**config.mk**
```make
export PLATFORM = sky130hd
export DESIGN_NAME = nn_layer_scheduler_flat
export DESIGN_NICKNAME = d
export VERILOG_FILES = /design/src/rtl/nn_layer_scheduler_if.sv /design/src/rtl/nn_layer_scheduler.sv /design/src/flat_wrapper.sv
export SDC_FILE = /design/constraint.sdc
export NUM_CORES = 1
export LEC_CHECK = 0
export ABC_AREA = 0
export BUFFER_PORTS_ARGS = -buffer_cell sky130_fd_sc_hd__buf_2
export CORE_UTILIZATION = 40
export CTS_BUF_LIST = sky130_fd_sc_hd__clkbuf_4
export DETAILED_ROUTE_END_ITERATION = 10
export GPL_TIMING_DRIVEN = 0
export PLACE_DENSITY = 0.64
export SLEW_MARGIN = 20
export SYNTH_ARGS = -nofsm -noshare
export SYNTH_HDL_FRONTEND = slang
export SYNTH_SLANG_ARGS = --single-unit
```
**constraint.sdc**
```tcl
create_clock -name clk -period 6.1 [get_ports clk]
set_input_delay 0.61 -clock clk [delete_from_list [all_inputs] [get_ports clk]]
set_output_delay 0.61 -clock clk [all_outputs]
set_load 0.02 [all_outputs]
```
**src/rtl/nn_layer_scheduler_if.sv**
```systemverilog
// Bundle between the host config/status registers, the layer scheduler
// and the MAC accelerator FSM.
//
// Handshake semantics: there is no valid/ready pair on this bus. The
// single-cycle strobes (cfg_we, run, abort, neuron_done, acc_start, done)
// count once for every rising clock edge at which they are high.
// run is taken only while the scheduler is idle. Otherwise it is dropped.
// cfg_we is taken only while busy is low. neuron_done counts only in the
// RUN state.
interface nn_layer_scheduler_if;
  logic        cfg_we;
  logic [2:0]  cfg_layer;
  logic [1:0]  cfg_field;
  logic [15:0] cfg_wdata;
  logic [3:0]  num_layers;
  logic        run;
  logic        abort;
  logic        neuron_done;
  logic        acc_enable;
  logic        acc_start;
  logic [15:0] acc_base_addr;
  logic [15:0] acc_in_neurons;
  logic [15:0] acc_out_neurons;
  logic        bank_sel;
  logic [2:0]  layer_idx;
  logic        busy;
  logic        done;
  logic        err;
  logic [1:0]  err_code;
  logic [3:0]  state_dbg;

  modport master (
    output cfg_we, cfg_layer, cfg_field, cfg_wdata, num_layers, run, abort, neuron_done,
    input  acc_enable, acc_start, acc_base_addr, acc_in_neurons, acc_out_neurons,
           bank_sel, layer_idx, busy, done, err, err_code, state_dbg
  );

  modport slave (
    input  cfg_we, cfg_layer, cfg_field, cfg_wdata, num_layers, run, abort, neuron_done,
    output acc_enable, acc_start, acc_base_addr, acc_in_neurons, acc_out_neurons,
           bank_sel, layer_idx, busy, done, err, err_code, state_dbg
  );
endinterface

```
**src/rtl/nn_layer_scheduler.sv**
```systemverilog
// Multi-layer sequencer for the MAC accelerator. It holds a per-layer
// descriptor table and validates each layer before it programs the
// accelerator. It counts completed output neurons and flips the ping-pong
// activation bank between layers.
module nn_layer_scheduler #(
  parameter int MAX_LAYERS = 8,
  parameter int PE_SIZE    = 16,
  parameter int DRAIN_CYC  = 8,
  parameter int TIMEOUT_W  = 20
) (
  input logic clk,
  input logic rst,
  nn_layer_scheduler_if.slave bus
);
  typedef enum logic [3:0] {
    S_IDLE, S_CHECK, S_LOAD, S_START, S_RUN, S_DRAIN, S_NEXT, S_DONE, S_ERROR
  } state_t;

  localparam int DW = $clog2(DRAIN_CYC) + 1;
  localparam logic [DW-1:0] DRAIN_LAST = DW'(DRAIN_CYC - 1);
  localparam logic [TIMEOUT_W-1:0] WD_LAST = {TIMEOUT_W{1'b1}} - TIMEOUT_W'(1);

  // The descriptor table has no reset. The host must write it before run.
  logic [15:0] tbl_base_q [MAX_LAYERS];
  logic [15:0] tbl_in_q   [MAX_LAYERS];
  logic [15:0] tbl_out_q  [MAX_LAYERS];
  logic        tbl_we;

  state_t               state_q, state_d;
  logic [2:0]           layer_idx_q, layer_idx_d;
  logic [3:0]           num_layers_q, num_layers_d;
  logic                 bank_sel_q, bank_sel_d;
  logic                 busy_q, busy_d;
  logic                 err_q, err_d;
  logic [1:0]           err_code_q, err_code_d;
  logic                 acc_enable_q, acc_enable_d;
  logic [15:0]          base_q, base_d;
  logic [15:0]          in_q, in_d;
  logic [15:0]          out_q, out_d;
  logic [15:0]          cnt_q, cnt_d;
  logic [TIMEOUT_W-1:0] wdog_q, wdog_d;
  logic [DW-1:0]        drain_q, drain_d;
  logic [15:0]          cur_in, cur_out;

  // Descriptor writes are allowed only while idle. Field 3 and out-of-range rows are dropped.
  always_comb begin
    tbl_we = bus.cfg_we && !busy_q && (int'(bus.cfg_layer) < MAX_LAYERS) &&
             (bus.cfg_field != 2'd3);
  end

  // Descriptor table storage.
  always_ff @(posedge clk) begin
    if (tbl_we) begin
      case (bus.cfg_field)
        2'd0:    tbl_base_q[bus.cfg_layer] <= bus.cfg_wdata;
        2'd1:    tbl_in_q[bus.cfg_layer]   <= bus.cfg_wdata;
        default: tbl_out_q[bus.cfg_layer]  <= bus.cfg_wdata;
      endcase
    end
  end

  // Next-state logic and datapath updates. abort overrides every state.
  always_comb begin
    state_d      = state_q;
    layer_idx_d  = layer_idx_q;
    num_layers_d = num_layers_q;
    bank_sel_d   = bank_sel_q;
    busy_d       = busy_q;
    err_d        = err_q;
    err_code_d   = err_code_q;
    acc_enable_d = acc_enable_q;
    base_d       = base_q;
    in_d         = in_q;
    out_d        = out_q;
    cnt_d        = cnt_q;
    wdog_d       = wdog_q;
    drain_d      = drain_q;
    cur_in       = tbl_in_q[layer_idx_q];
    cur_out      = tbl_out_q[layer_idx_q];

    if (bus.abort) begin
      state_d      = S_IDLE;
      busy_d       = 1'b0;
      acc_enable_d = 1'b0;
    end else begin
      case (state_q)
        S_IDLE: begin
          if (bus.run) begin
            num_layers_d = bus.num_layers;
            layer_idx_d  = 3'd0;
            bank_sel_d   = 1'b0;
            err_d        = 1'b0;
            err_code_d   = 2'd0;
            if (bus.num_layers == 4'd0 || int'(bus.num_layers) > MAX_LAYERS) begin
              state_d    = S_ERROR;
              err_d      = 1'b1;
              err_code_d = 2'd1;
            end else begin
              busy_d  = 1'b1;
              state_d = S_CHECK;
            end
          end
        end
        S_CHECK: begin
          // out_q still holds the previous layer's output count at this point.
          if (cur_in == 16'd0 || (cur_in % 16'(PE_SIZE)) != 16'd0 || cur_out == 16'd0) begin
            state_d      = S_ERROR;
            err_d        = 1'b1;
            err_code_d   = 2'd1;
            busy_d       = 1'b0;
            acc_enable_d = 1'b0;
          end else if (layer_idx_q != 3'd0 && cur_in != out_q) begin
            state_d      = S_ERROR;
            err_d        = 1'b1;
            err_code_d   = 2'd3;
            busy_d       = 1'b0;
            acc_enable_d = 1'b0;
          end else begin
            state_d = S_LOAD;
          end
        end
        S_LOAD: begin
          base_d       = tbl_base_q[layer_idx_q];
          in_d         = cur_in;
          out_d        = cur_out;
          acc_enable_d = 1'b1;
          cnt_d        = 16'd0;
          wdog_d       = '0;
          drain_d      = '0;
          state_d      = S_START;
        end
        S_START: state_d = S_RUN;
        S_RUN: begin
          if (bus.neuron_done) begin
            cnt_d  = cnt_q + 16'd1;
            wdog_d = '0;
            if (cnt_q + 16'd1 == out_q) state_d = S_DRAIN;
          end else if (wdog_q == WD_LAST) begin
            state_d      = S_ERROR;
            err_d        = 1'b1;
            err_code_d   = 2'd2;
            busy_d       = 1'b0;
            acc_enable_d = 1'b0;
          end else begin
            wdog_d = wdog_q + TIMEOUT_W'(1);
          end
        end
        S_DRAIN: begin
          if (drain_q == DRAIN_LAST) state_d = S_NEXT;
          else                       drain_d = drain_q + DW'(1);
        end
        S_NEXT: begin
          bank_sel_d = ~bank_sel_q;
          if ({1'b0, layer_idx_q} == num_layers_q - 4'd1) begin
            state_d      = S_DONE;
            busy_d       = 1'b0;
            acc_enable_d = 1'b0;
          end else begin
            layer_idx_d = layer_idx_q + 3'd1;
            state_d     = S_CHECK;
          end
        end
        S_DONE:  state_d = S_IDLE;
        S_ERROR: state_d = S_IDLE;
        default: state_d = S_IDLE;
      endcase
    end
  end

  // State and datapath registers. Reset is synchronous.
  always_ff @(posedge clk) begin
    if (rst) begin
      state_q      <= S_IDLE;
      layer_idx_q  <= 3'd0;
      num_layers_q <= 4'd0;
      bank_sel_q   <= 1'b0;
      busy_q       <= 1'b0;
      err_q        <= 1'b0;
      err_code_q   <= 2'd0;
      acc_enable_q <= 1'b0;
      base_q       <= 16'd0;
      in_q         <= 16'd0;
      out_q        <= 16'd0;
      cnt_q        <= 16'd0;
      wdog_q       <= '0;
      drain_q      <= '0;
    end else begin
      state_q      <= state_d;
      layer_idx_q  <= layer_idx_d;
      num_layers_q <= num_layers_d;
      bank_sel_q   <= bank_sel_d;
      busy_q       <= busy_d;
      err_q        <= err_d;
      err_code_q   <= err_code_d;
      acc_enable_q <= acc_enable_d;
      base_q       <= base_d;
      in_q         <= in_d;
      out_q        <= out_d;
      cnt_q        <= cnt_d;
      wdog_q       <= wdog_d;
      drain_q      <= drain_d;
    end
  end

  // The start and done pulses are decoded from the state. The other outputs are direct flop outputs.
  always_comb begin
    bus.acc_start       = (state_q == S_START);
    bus.done            = (state_q == S_DONE);
    bus.acc_enable      = acc_enable_q;
    bus.acc_base_addr   = base_q;
    bus.acc_in_neurons  = in_q;
    bus.acc_out_neurons = out_q;
    bus.bank_sel        = bank_sel_q;
    bus.layer_idx       = layer_idx_q;
    bus.busy            = busy_q;
    bus.err             = err_q;
    bus.err_code        = err_code_q;
    bus.state_dbg       = state_q;
  end
endmodule

```
**src/flat_wrapper.sv**
```systemverilog
// flat-port wrapper written by rule: the top's interface ports become plain ports
module nn_layer_scheduler_flat 
#(
  parameter int MAX_LAYERS = 8,
  parameter int PE_SIZE    = 16,
  parameter int DRAIN_CYC  = 8,
  parameter int TIMEOUT_W  = 20
)
  (clk, rst, bus_cfg_we, bus_cfg_layer, bus_cfg_field, bus_cfg_wdata, bus_num_layers, bus_run, bus_abort, bus_neuron_done, bus_acc_enable, bus_acc_start, bus_acc_base_addr, bus_acc_in_neurons, bus_acc_out_neurons, bus_bank_sel, bus_layer_idx, bus_busy, bus_done, bus_err, bus_err_code, bus_state_dbg);
  nn_layer_scheduler_if bus_i ();
  input logic clk;
  input logic rst;
  input wire logic [$bits(bus_i.cfg_we)-1:0] bus_cfg_we;
  input wire logic [$bits(bus_i.cfg_layer)-1:0] bus_cfg_layer;
  input wire logic [$bits(bus_i.cfg_field)-1:0] bus_cfg_field;
  input wire logic [$bits(bus_i.cfg_wdata)-1:0] bus_cfg_wdata;
  input wire logic [$bits(bus_i.num_layers)-1:0] bus_num_layers;
  input wire logic [$bits(bus_i.run)-1:0] bus_run;
  input wire logic [$bits(bus_i.abort)-1:0] bus_abort;
  input wire logic [$bits(bus_i.neuron_done)-1:0] bus_neuron_done;
  output wire logic [$bits(bus_i.acc_enable)-1:0] bus_acc_enable;
  output wire logic [$bits(bus_i.acc_start)-1:0] bus_acc_start;
  output wire logic [$bits(bus_i.acc_base_addr)-1:0] bus_acc_base_addr;
  output wire logic [$bits(bus_i.acc_in_neurons)-1:0] bus_acc_in_neurons;
  output wire logic [$bits(bus_i.acc_out_neurons)-1:0] bus_acc_out_neurons;
  output wire logic [$bits(bus_i.bank_sel)-1:0] bus_bank_sel;
  output wire logic [$bits(bus_i.layer_idx)-1:0] bus_layer_idx;
  output wire logic [$bits(bus_i.busy)-1:0] bus_busy;
  output wire logic [$bits(bus_i.done)-1:0] bus_done;
  output wire logic [$bits(bus_i.err)-1:0] bus_err;
  output wire logic [$bits(bus_i.err_code)-1:0] bus_err_code;
  output wire logic [$bits(bus_i.state_dbg)-1:0] bus_state_dbg;
  assign bus_i.cfg_we = bus_cfg_we;
  assign bus_i.cfg_layer = bus_cfg_layer;
  assign bus_i.cfg_field = bus_cfg_field;
  assign bus_i.cfg_wdata = bus_cfg_wdata;
  assign bus_i.num_layers = bus_num_layers;
  assign bus_i.run = bus_run;
  assign bus_i.abort = bus_abort;
  assign bus_i.neuron_done = bus_neuron_done;
  assign bus_acc_enable = bus_i.acc_enable;
  assign bus_acc_start = bus_i.acc_start;
  assign bus_acc_base_addr = bus_i.acc_base_addr;
  assign bus_acc_in_neurons = bus_i.acc_in_neurons;
  assign bus_acc_out_neurons = bus_i.acc_out_neurons;
  assign bus_bank_sel = bus_i.bank_sel;
  assign bus_layer_idx = bus_i.layer_idx;
  assign bus_busy = bus_i.busy;
  assign bus_done = bus_i.done;
  assign bus_err = bus_i.err;
  assign bus_err_code = bus_i.err_code;
  assign bus_state_dbg = bus_i.state_dbg;
  nn_layer_scheduler #(.MAX_LAYERS(MAX_LAYERS), .PE_SIZE(PE_SIZE), .DRAIN_CYC(DRAIN_CYC), .TIMEOUT_W(TIMEOUT_W)) u_core (.clk(clk), .rst(rst), .bus(bus_i));
endmodule
```
==> results of run 1 <==
-- through the flow --
| stage | setup WS [ns] | util [%] |
|---|---|---|
| final | 2.640 | 46.97 |
| after floorplan | 3.658 | - |
| after detailed placement | 2.699 | 43.81 |
| after global routing | 2.470 | 46.97 |
| after CTS | 2.686 | 46.96 |
| after global placement | 2.697 | 43.07 |
-- area by class of cell --
class                           instances  area [sq um]  area share, %
Sequential cell                       492         13690          58.35
Clock inverter                         30         153.9         0.6558
Clock buffer                          185          1389          5.918
Buffer                                 72         321.6          1.370
Multi-Input combinational cell        750          6228          26.54
Timing Repair Buffer                  119         795.8          3.391
Inverter                               11         41.29         0.1759
Antenna cell                            2         5.005        0.02133
Tap cell                              672         840.8          3.583
-- placed cells by master (no fill, tap or decap), types with 6 or more instances in the layout --
master    count
nor2_1      115
clkbuf_4    185
a22oi_1      16
nand2b_1      9
nor2b_1       6
nor3_1       28
nor2_2       24
mux4_2       80
nor4_1       12
xor2_1       33
and3_1        7
edfxtp_1    384
inv_1        11
nand2_1      52
xnor2_1      37
buf_8        11
clkbuf_1     43
nand3_1      25
nand4_1      14
a211oi_1     44
clkinv_2      6
o21ai_0      18
nor3b_1       9
or4_1         7
buf_6        15
dfxtp_1     108
or3_1        10
mux2i_1      70
buf_2       112
ha_1          7
o22ai_1       6
clkinv_1     19
a21oi_1      47
-- flip-flops by register name (all words and copies together) (netlist names), 3 cells and up, named ones only --
register	cells
u_core.bus.acc_base_addr	16
u_core.tbl_base_q	128
u_core.bus.state_dbg	4
u_core.num_layers_q	4
u_core.drain_q	4
u_core.wdog_q	20
u_core.bus.acc_in_neurons	16
u_core.cnt_q	16
u_core.bus.acc_out_neurons	16
u_core.tbl_out_q	128
u_core.tbl_in_q	128
u_core.bus.layer_idx	3
-- cells by family after synthesis --
group | after synthesis
compound gates | 164
xor+xnor | 70
fa+ha+maj | 7
buf+inv | 83
flops | 492
mux | 155
simple gates | 354
-- path summary, 6_finish.rpt --
path,to,slack (ns),cells after the start
hold reg to reg,u_core.bus.acc_enable$_SDFFE_PP0P_,0.47,2
setup reg to reg,u_core.bus.acc_enable$_SDFFE_PP0P_,2.64,9
setup / recovery,u_core.bus.acc_enable$_SDFFE_PP0P_,2.64,9
hold / removal,u_core.num_layers_q[3]$_SDFFE_PP0P_,0.09,3
-- layer usage --
layer  wire length (microns)  track usage, %
met4                    1263           7.018
met2                   24600           32.59
met5                       0               0
met1                   22890           28.13
met3                    3835           5.222
-- worst min-delay path, delay by kind of cell --
kind / cells / cell delay (ns)
buffers and inverters: 1 / 0.12
AND/OR/NAND/NOR: 1 / 0.07
multiplexers: 1 / 0.07
-- where the power goes --
group | internal [mW] | total [mW] | switching, mW | leakage, nW
clock | 1.38 | 2.68 | 1.30 | 0.926
sequential | 3.63 | 3.64 | 0.00798 | 4.33
combinational | 0.0373 | 0.151 | 0.113 | 2.39
-- repair_timing --
item                                    in CTS  in global routing
endpoints found under the hold margin        3                  0
hold buffers                                 3                  0
endpoints found under the setup margin       0                  0
==> results.yml, run 1 <==
status:
  outcome: "completed"
worst_setup_path:
  path_delay_family: "compound AO/OA/AOI/OAI gates"
  critPathBufInv: 2
  required_ns: 6.85
  cp_slowest_cell: "dfxtp_1"
  cp-start-kind: "flip-flop"
  endpoint_kind: "flip-flop"
  crit_chain: "buf_2, buf_2, mux4_2, mux2i_1, nand4_1, a221o_1, o211a_2, a21o_1, a211oi_2"
  critPathKind: "flip-flop to flip-flop"
  worst-endpoint-arrival_ns: 4.21
  max_stage_delay_ns: 0.52
  cp_max_fo: 10
  path_common_cell: "buf_2"
yosys:
  synth.most_common_cell: "edfxtp_1"
  synth_cells: 1325
  synth_top_family_by_area: "multiplexers"
  ys_ff_latch: 492
  ys_top_cells_by_area: "edfxtp_1, dfxtp_1, mux4_2"
  synth.top_cell.area_share_pct: 57.05
  synth_compound_area_share_pct: 5.472
  synth_fa_ha_area_share_pct: 0.4333
  yosys.area.top_type: "edfxtp_1"
  synth_edf_count: 384
  seq_area_frac_synth_pct: 67.74
  synthTopCellsByCount: "edfxtp_1, nor2_1, dfxtp_1"
  synthXorXnorAreaFrac_pct: 3.033
  synth_simple_gate_area_share_pct: 8.833
  avgSynthCellArea_sq_um: 15.26
  syn-num-nets: 1363
  synth_cell_types: 73
  synthFlopType: "edfxtp_1"
  synth_mux_area_share_pct: 12.70
  async_flop_share_pct: 0
  ys_warn_count: 0
  syn_area_sq_um: 20210
drt:
  ant_nets: 0
  drc: 0
  totalWireLength_microns: 52590
  drt_iter0_drc: 1240
  vias: 12750
  viasPerCell: 5.463
  routedWlPerCell_microns: 22.54
  first_pass_iters: 5
place:
  hpwl_microns: 36820
  dp_cells: 2113
  placed_area_sq_um: 21890
  portBuffers: 93
  routabilityCongestion: 0.9120
grt:
  grt_usage_pct: 20.79
  grt_overflow: 0
  antenna_found_initial: 2
  grt_pass1_vias: 12810
  grt_start_max_net_pins: 25
  grt_pass1_wl_microns: 77950
timing:
  fin_tns_setup_ns: 0
  skew_ns: 0.06838
  slew_headroom_pct: 26.95
  fmax_ghz: 0.2890
  rsz0062_at_grt: "false"
  fin_crit_ns: 3.460
  hold_viol_final: 0
  setup_viol: 0
  fin_crit_sh_pct: 56.72
  slew_viol_final: 0
  hold_ws_ns: 0.09137
  tightestPinTransition_ns: 1.068
floorplanning:
  die_y_microns: 226.8
  io_pins: 94
  die_x_microns: 226.8
  dieArea_sq_um: 51440
  start_util_pct: 40.45
  rows: 82
  core_sq_um: 49970
clock_network:
  cts_buffer_depth: 3
  ctsResizeCount: 0
  cts_tree: "done"
  cts_root_buf: "clkbuf_4"
  clock_sinks: 492
  insertion_delay_ns: 0.89
  cts_buffers: 121
  htreeDepth: 3
  cts_setup_buffers: 0
  path_clk_slew_ns: 0.06
layout:
  syn2layout_area_growth_pct: 16.11
  fill_cells: 4431
  stdcell_area_sq_um: 23470
  drive_gt1_share_pct: 27.97
  final_nets: 1605
  final_cell_count_no_fill: 2333
power_and_ir_drop:
  p_leak_nw: 7.647
  peakVddDrop_v: 0.0001221
  power.density_nw_per_um2: 275.8
  total_power_mw: 6.472
flow_run:
  cap_violations: 0
min_path:
  hp-start: "bus_num_layers[3]"
  hold_path_class: "primary input to flip-flop"
Note: power is estimated with default switching activity, not from simulation.
==> run 2: changes to the inputs <==
- ABC_AREA: 0 -> 1
- PLACE_DENSITY: 0.64 -> 0.66
- clock period: 6.1 -> 3 ns (I/O delays scaled with it)
==> run 2 against run 1 <==
Via count is 33% higher. Sequential power is 100% higher. Clock power is 120% higher. Clock-buffer cell count is 6 higher. Worst setup slack worse by 2.4 ns. Worst hold slack better by 0.053 ns. Area after synthesis is 5.2% higher. Wire length is 17% higher. Maximum frequency is 23% higher. Critical path type unchanged. Highest routed layer is now met5.
==> results.yml, run 2 <==
status:
  outcome: "completed"
grt:
  grt_overflow: 0
  grt_pass1_wl_microns: 92770
  antenna_found_initial: 4
  grt_usage_pct: 23.02
  grt_pass1_vias: 16330
  grt_start_max_net_pins: 25
floorplanning:
  start_util_pct: 40.47
  io_pins: 94
  dieArea_sq_um: 54100
  die_y_microns: 232.6
  die_x_microns: 232.6
  rows: 84
  core_sq_um: 52550
yosys:
  yosys.area.top_type: "edfxtp_1"
  synth.top_cell.area_share_pct: 54.22
  ys_warn_count: 0
  avgSynthCellArea_sq_um: 9.658
  ys_ff_latch: 492
  syn_area_sq_um: 21270
  synth.most_common_cell: "nand2_1"
  synth_edf_count: 384
  synthFlopType: "edfxtp_1"
  synthTopCellsByCount: "nand2_1, edfxtp_1, inv_1"
  synth_cells: 2202
  seq_area_frac_synth_pct: 64.38
  async_flop_share_pct: 0
  syn-num-nets: 2240
  ys_top_cells_by_area: "edfxtp_1, dfxtp_1, nand2_1"
  synth_cell_types: 47
worst_setup_path:
  cp_max_fo: 10
  critPathKind: "flip-flop to flip-flop"
  worst-endpoint-arrival_ns: 3.63
  crit_chain: "buf_2, buf_1, nand3_1, nand2_1, nand2_1, nor3_1, nand2_1, nor3_2, nand2_4, nand3_2, nand2_1, nand2_1, nor2_1"
  endpoint_kind: "flip-flop"
  max_stage_delay_ns: 0.45
  path_common_cell: "nand2_1"
  cp_slowest_cell: "buf_1"
  path_delay_family: "simple AND/OR/NAND/NOR gates"
  cp-start-kind: "flip-flop"
  critPathBufInv: 2
  required_ns: 3.83
place:
  hpwl_microns: 42320
  routabilityCongestion: 0.9074
  pre_cts_ws_ns: 0.1378
  portBuffers: 93
drt:
  viasPerCell: 5.203
  first_pass_iters: 5
  vias: 17000
  totalWireLength_microns: 61710
  ant_nets: 0
  routedWlPerCell_microns: 18.88
  drt_iter0_drc: 1695
  drc: 0
power_and_ir_drop:
  p_leak_nw: 10.15
  peakVddDrop_v: 0.0003767
  power.density_nw_per_um2: 574.6
layout:
  final_nets: 2523
  layout_commonest_cell: "nand2_1"
  final_util_pct: 47.41
  syn2layout_area_growth_pct: 17.15
  final_cell_mix: "nand2_1, edfxtp_1, inv_1"
  drive_gt1_share_pct: 15.95
  top_regs: "u_core.tbl_base_q (128), u_core.tbl_in_q (128), u_core.tbl_out_q (128)"
timing:
  skew_ns: 0.05174
  slew_viol_final: 0
  setup_viol: 0
  hold_viol_final: 0
  slew_headroom_pct: 37.10
  fin_crit_ns: 2.803
  fmax_ghz: 0.3568
  fin_tns_setup_ns: 0
  fin_crit_sh_pct: 93.43
  tightestPinTransition_ns: 0.9426
  rsz0062_at_grt: "false"
  fin_ws_ns: 0.1971
flow_run:
  cap_violations: 0
min_path:
  hold_path_class: "primary input to flip-flop"
clock_network:
  insertion_delay_ns: 0.97
  cts_root_buf: "clkbuf_4"
  htreeDepth: 4
  cts_setup_buffers: 0
  cts_buffer_depth: 3
  clock_sinks: 492
  cts_tree: "done"
  path_clk_slew_ns: 0.06
  cts_buffers: 130
==> run 2: cell types whose count changed in the layout (fill, tap and decap cells not counted), moves of 70 or more <==
cell	delta
inv_1	+258
mux2i_1	-70
mux4_2	-80
nand2_1	+523
nand3_1	+172
o21ai_0	+131
==> run 2: worst paths after layout <==
kind,startpoint,endpoint,slack (ns),depth (start not counted)
hold reg to reg,u_core.wdog_q[9]$_SDFFE_PP0P_,u_core.wdog_q[9]$_SDFFE_PP0P_,0.47,2
setup / recovery,flip-flop,u_core.bus.err_code[1]$_SDFFE_PP0P_,0.20,13
hold / removal,bus_cfg_field[0],u_core.tbl_in_q[0][14]$_DFFE_PP_,0.14,3
setup reg to reg,flip-flop,u_core.bus.err_code[1]$_SDFFE_PP0P_,0.20,13
==> run 2: metal layers <==
layer | vias up | global-route usage (%) | share of wire (%)
li1 | 7981 | - | -
met1 | 8152 | 30.27 | 41
met2 | 776 | 36.57 | 47
met3 | 89 | 5.944 | 9.0
met4 | 4 | 8.354 | 2.4
met5 | - | 0 | 0.032
==> run 2: kinds of logic (layout without fill, tap and decap cells) <==
| group | after synthesis | in the layout | synth area share, % |
|---|---|---|---|
| flops | 492 | 492 | 64.38 |
| buf+inv | 370 | 744 | 7.054 |
| fa+ha+maj | 7 | 7 | 0.4118 |
| compound gates | 294 | 294 | 7.566 |
| simple gates | 1022 | 1022 | 19.88 |
| other cells | 0 | 4 | 0 |
| xor+xnor | 17 | 17 | 0.7001 |
==> run 2: timing repair <==
item | 4_1_cts | 5_1_grt
endpoints found under the setup margin | 0 | 31
gates resized for setup | 0 | 2
hold endpoints to repair | 561 | 0
hold buffers | 35 | 0
==> run 2: metrics by stage <==
| stage | cell area (sq um) | cells | power, mW | hold slack, ns |
|---|---|---|---|---|
| after global routing | 24910 | 3267 | 14.87 | 0.1089 |
| after floorplan | 21270 | 2202 | 8.152 | 0.3989 |
| after detailed placement | 22940 | 3006 | 8.620 | 0.4579 |
| after global placement | 22590 | 2983 | 8.583 | 0.4539 |
| final | 24920 | 3268 | 14.32 | 0.1447 |
| after CTS | 24900 | 3264 | 14.39 | 0.05023 |
==> run 2: tightest hold or removal path, cell delays in order <==
cell,delay (ns)
buf_2,0.14
nand2_1,0.32
nor2_2,0.15
==> run 2: layout make-up <==
class                   instances  area (sq um)
diodes                          4         10.01
inverters                     275          1035
repair buffers                151          1101
well taps                     688         860.8
flip-flops and latches        492         13690
fillers                      4918         27630
clock buffers                 191          1434
clock inverters                32         178.9
plain buffers                  95         466.7
multi-input cells            1340          6137
==> run 2: power breakdown <==
group / internal [mW] / switching [mW] / total (mW)
registers: 7.40 / 0.0247 / 7.42
clock network: 3.01 / 2.78 / 5.78
logic: 0.300 / 0.808 / 1.11
total: 10.7 / 3.61 / 14.3
